File: config.mk
export PLATFORM = sky130hd
export DESIGN_NAME = memory_arbiter
export DESIGN_NICKNAME = d
export VERILOG_FILES = /design/src/rtl/memory_arbiter.sv
export SDC_FILE = /design/constraint.sdc
export NUM_CORES = 1
export LEC_CHECK = 0
export ABC_AREA = 0
export CAP_MARGIN = 5
export CORE_AREA = 2 2 269 271
export CTS_CLUSTER_DIAMETER = 80
export DETAILED_ROUTE_END_ITERATION = 8
export DIE_AREA = 0 0 271 273
export GPL_ROUTABILITY_DRIVEN = 0
export SYNTH_ARGS = -nofsm -noshare
export SYNTH_HDL_FRONTEND = slang
export SYNTH_SLANG_ARGS = --single-unit
File: constraint.sdc
create_clock -name clk -period 3.7 [get_ports clk]
set_clock_uncertainty 0.2 [all_clocks]
set_input_delay 1.11 -clock clk [delete_from_list [all_inputs] [get_ports clk]]
set_output_delay 1.11 -clock clk [all_outputs]
set_load 0.03 [all_outputs]
File: src/rtl/memory_arbiter.sv
// Round-robin arbiter that gives the instruction and data caches shared access to one line-wide memory port.
// Each transaction runs IDLE -> BUSY -> DONE, and a stalled memory is cut off by a timeout.
module memory_arbiter #(
  parameter int ADDRESS_SIZE    = 12,
  parameter int CACHE_LINE_SIZE = 128,
  parameter int TIMEOUT_CYCLES  = 15
) (
  input  logic                       clk,
  input  logic                       rst_n,
  input  logic                       ic_req,
  input  logic [ADDRESS_SIZE-1:0]    ic_address,
  output logic [CACHE_LINE_SIZE-1:0] ic_data_out,
  output logic                       ic_ready,
  input  logic                       dc_req,
  input  logic                       dc_op,
  input  logic [ADDRESS_SIZE-1:0]    dc_address,
  input  logic [CACHE_LINE_SIZE-1:0] dc_data_in,
  output logic [CACHE_LINE_SIZE-1:0] dc_data_out,
  output logic                       dc_ready,
  output logic                       mem_enable,
  output logic                       mem_op,
  output logic [ADDRESS_SIZE-1:0]    mem_address,
  output logic [CACHE_LINE_SIZE-1:0] mem_data_in,
  output logic                       mem_op_done,
  input  logic [CACHE_LINE_SIZE-1:0] mem_data_out,
  input  logic                       mem_data_ready,
  output logic                       busy,
  output logic                       error
);

  localparam int CNT_W = $clog2(TIMEOUT_CYCLES + 1);
  localparam logic [CNT_W-1:0] CNT_LAST = CNT_W'(TIMEOUT_CYCLES - 1);

  typedef enum logic [1:0] {IDLE, BUSY, DONE} state_t;

  state_t           state;
  logic             grant_dc;
  logic             last_dc;
  logic             take_dc;
  logic [CNT_W-1:0] timeout_cnt;

  // On a tie, the requester that was not served last goes next.
  function automatic logic pick_dc(input logic ic, input logic dc, input logic last_was_dc);
    if (ic && dc) return !last_was_dc;
    return dc;
  endfunction

  always_comb begin
    take_dc = pick_dc(ic_req, dc_req, last_dc);
  end

  always_ff @(posedge clk) begin
    if (!rst_n) begin
      state       <= IDLE;
      grant_dc    <= 1'b0;
      last_dc     <= 1'b0;
      timeout_cnt <= '0;
      mem_enable  <= 1'b0;
      mem_op      <= 1'b0;
      mem_op_done <= 1'b0;
      mem_address <= '0;
      mem_data_in <= '0;
      ic_data_out <= '0;
      dc_data_out <= '0;
      ic_ready    <= 1'b0;
      dc_ready    <= 1'b0;
      busy        <= 1'b0;
      error       <= 1'b0;
    end else begin
      ic_ready <= 1'b0;
      dc_ready <= 1'b0;
      case (state)
        IDLE: begin
          if (ic_req || dc_req) begin
            grant_dc <= take_dc;
            if (take_dc) begin
              mem_address <= dc_address;
              mem_op      <= dc_op;
              mem_data_in <= dc_data_in;
            end else begin
              mem_address <= ic_address;
              mem_op      <= 1'b0;
              mem_data_in <= '0;
            end
            mem_enable  <= 1'b1;
            timeout_cnt <= '0;
            busy        <= 1'b1;
            state       <= BUSY;
          end
        end
        BUSY: begin
          timeout_cnt <= timeout_cnt + CNT_W'(1);
          // Both a memory response and a timeout finish the transaction; only a response carries data.
          if (mem_data_ready || (timeout_cnt == CNT_LAST)) begin
            if (!mem_data_ready) error <= 1'b1;
            if (grant_dc) begin
              dc_ready <= 1'b1;
              if (mem_data_ready && !mem_op) dc_data_out <= mem_data_out;
            end else begin
              ic_ready <= 1'b1;
              if (mem_data_ready) ic_data_out <= mem_data_out;
            end
            mem_enable  <= 1'b0;
            mem_op_done <= 1'b1;
            last_dc     <= grant_dc;
            state       <= DONE;
          end
        end
        DONE: begin
          // Hold the acknowledge until memory has dropped its ready.
          if (!mem_data_ready) begin
            mem_op_done <= 1'b0;
            busy        <= 1'b0;
            state       <= IDLE;
          end
        end
        default: begin
          state <= IDLE;
          busy  <= 1'b0;
        end
      endcase
    end
  end

endmodule

==> summary.md <==
| Metric | Value |
|---|---|
| Outcome | `completed` |
| Final cell count without fillers | `3162` |
| CTS tree | `built` |
| Worst-path fanout max | `3` |
| CP arrival | `1.96 ns` |
| Worst-path clk slew | `0.06 ns` |
| Total gr overflow | `0` |
| # placed instances | `3076` |
| Critical Path Start | `mem_op` |
| Worst Hold Path Cells | `2` |
| Total global-route track usage | `0.144` |
| Flop-to-flop setup slack | `1.39 ns` |
| Final Max Tran Viols | `0` |
| Routed WL | `56.3 mm` |
| Total CTS buffers | `48` |
| Top Family by Delay on Critical Path | `buffers and inverters` |
| Via total after detailed routing | `13.4k` |
| Core area | `71000 um^2` |
| 1st-pass router iterations | `8` |
| Row count | `98` |
| Hold_sp | `ic_data_out[52]` |
| Crit. End Element | `output port` |
| Ys flop type | `dfxtp_1` |
| Worst R2R Path Depth | `5` |
| Antenna cells | `0` |
| Rel. slew slack | `0.589` |
| ANT nets after route | `0` |
| Number of global-route vias before repair | `13.4k` |
| Register area share after synthesis | `0.567` |
| Clock latency on the worst-skew pair | `0.58 ns` |
| WP data required | `2.39 ns` |
| IO Pins | `689` |
| Yosys warns | `0` |
| Nets@finish | `2464` |
| DPL Wire Length | `42.5 mm` |
| Most frequent cells in the layout | `687 x clkdlybuf4s50_1, 514 x nand2_1, 411 x dfxtp_1` |
| Worst-Margin Slew | `0.617 ns` |
| Critical-path top delay cell | `clkdlybuf4s50_1` |
| Commonest non-fill, non-tap cell in the layout | `clkdlybuf4s50_1` |
| Peak VDD IR | `0.294 mV` |
| Post-Syn Area | `14500 um^2` |
| Critical R2R Launch | `state[0]` |
| Mapped Avg Cell Area | `9.51 um^2` |
| CP max stage delay | `0.81 ns` |
| Antenna violations before repair | `1` |
| Max-Cap Viols | `0` |
| Largest net degree at the start of global routing | `118` |
| CTS Buffer Depth | `3` |
| H-tree depth | `2` |
| Post-synthesis cell count | `1526` |
| Starting density of the core | `0.204` |
| Die Height | `273 um` |
| Tcrit/Tclk final | `0.883` |
| Worst Setup Path Type | `reg -> out` |
| Unique masters post-synth | `38` |
| Post-synth ARST share | `0` |
| R2r endpoint | `dc_data_out[11]` |
| Wire per inst | `17.8 um` |
| Final setup vio count | `0` |
| Crit path buffers/inverters | `1` |
| Postcts setup bufs | `0` |
| Via/cell ratio | `4.23` |
| Fin. Hold Viols | `0` |
| Period minus WS final | `3.27 ns` |
| Die area | `74000 um^2` |
| Unrepaired setup endpoints after global routing | `no` |
| Global-route wire length before repair | `83.1 mm` |
| #FFs+latches synth | `411` |
| Area Growth Syn to Fin | `65.2%` |
| Layout cells sized above 1 | `0.0552` |
| Setup TNS | `0 ns` |
| Crit path cell chain | `clkdlybuf4s50_1` |
| Post-cts repair resize count | `0` |
| DRC viols | `0` |
| DRT iter0 DRCs | `569` |
| Pwr dens | `467 nW/um^2` |
| Worst Hold Class | `reg -> reg` |
| Design area | `24000 um^2` |
| EDFF count, synth | `0` |
| Syn_nets | `1814` |
| Die X | `271 um` |
| Hold_buf cts | `0` |
| Hold Path Sink | `ic_data_out[52]` |
| Dpl cell area | `22400 um^2` |
| Root Driver | `clkbuf_16` |
| Highest clock rate | `0.306 GHz` |
| Static leakage | `8.52 nW` |
| Startpoint Class | `flip-flop` |
| Port bufs | `688` |
| # clock sinks | `411` |
-- power by group --
| group | total [W] | leakage (nW) | switching, W | internal [W] |
|---|---|---|---|---|
| Sequential | 0.00475 | 3.34 | 0.000122 | 0.00463 |
| Clock | 0.00463 | 0.763 | 0.00192 | 0.00271 |
| Combinational | 0.00181 | 4.41 | 0.000990 | 0.000817 |
| Total | 0.0112 | 8.52 | 0.00303 | 0.00816 |
-- worst reg2reg max path, stage by stage (launching register included) --
cell and delay (ns):
dfxtp_1 0.63, nand2b_1 0.30, nor4_4 0.25, buf_12 0.27, buf_12 0.29, mux2i_1 0.30
-- cell usage after synthesis (all sizes together) (3+ instances only) --
cell type / instances / area (um^2)
a211oi: 14 / 105
a21oi: 145 / 726
a22o: 129 / 1130
buf: 64 / 410
clkbuf: 62 / 233
dfxtp: 411 / 8230
inv: 6 / 22.5
mux2i: 140 / 1400
nand2: 514 / 1930
nor2: 3 / 13.8
nor3: 5 / 25.0
o211a: 3 / 30.0
o21a: 3 / 22.5
o21ai: 4 / 20.0
-- cell type report --
cell class | instances | area (um^2)
Clock inverter | 9 | 88.8
Clock buffer | 77 | 1460
Sequential cell | 411 | 8230
Multi-Input combinational cell | 983 | 5650
Fill cell | 7102 | 47000
Tap cell | 950 | 1190
Timing Repair Buffer | 726 | 7330
Inverter | 6 | 27.5
-- how the worst max path moves through the flow --
stage,cells after the start,slack (ns),end
after floorplan,6,1.31,mem_data_in[117]
after global placement,6,0.47,dc_data_out[90]
after detailed placement,6,0.44,dc_data_out[11]
after CTS,1,0.33,mem_op
after global routing,1,0.35,mem_op
final,1,0.43,mem_op
-- per-stage QoR --
| stage | power [W] | setup WS [ns] | utilization | hold slack (ns) |
|---|---|---|---|---|
| finish | 0.0112 | 0.434 | 0.338 | 0.250 |
| global placement | 0.00664 | 0.473 | 0.316 | 0.241 |
| CTS | 0.0114 | 0.333 | 0.338 | 0.253 |
| detailed placement | 0.00666 | 0.437 | 0.316 | 0.245 |
| floorplan | 0.00570 | 1.31 | - | 0.253 |
| global route | 0.0116 | 0.350 | 0.338 | 0.265 |
-- kinds of logic (layout without fill, tap and decap cells) --
kind of cell	count (synthesis)	count (layout)	share of synthesized area
buffers and inverters	132	818	0.0459
muxes	140	140	0.0966
AOI/OAI and AO/OA	305	305	0.144
adders and majority gates	2	2	0.00172
DFF	411	411	0.567
and+or+nand+nor	536	536	0.144
-- flip-flops by register name, summed over array words and instances, names as in the netlist, 2 cells and up --
register and cells:
ic_data_out 128, mem_data_in 128, state 2, dc_data_out 128, mem_address 12, timeout_cnt 4
-- layer usage --
layer / vias up / track usage / part of all wire
met4: 0 / 0.0446 / 0.025
met5: - / 0 / 0
li1: 6465 / - / -
met1: 6359 / 0.170 / 0.41
met2: 463 / 0.245 / 0.48
met3: 87 / 0.0473 / 0.082
Note: power is estimated with default switching activity, not from simulation.
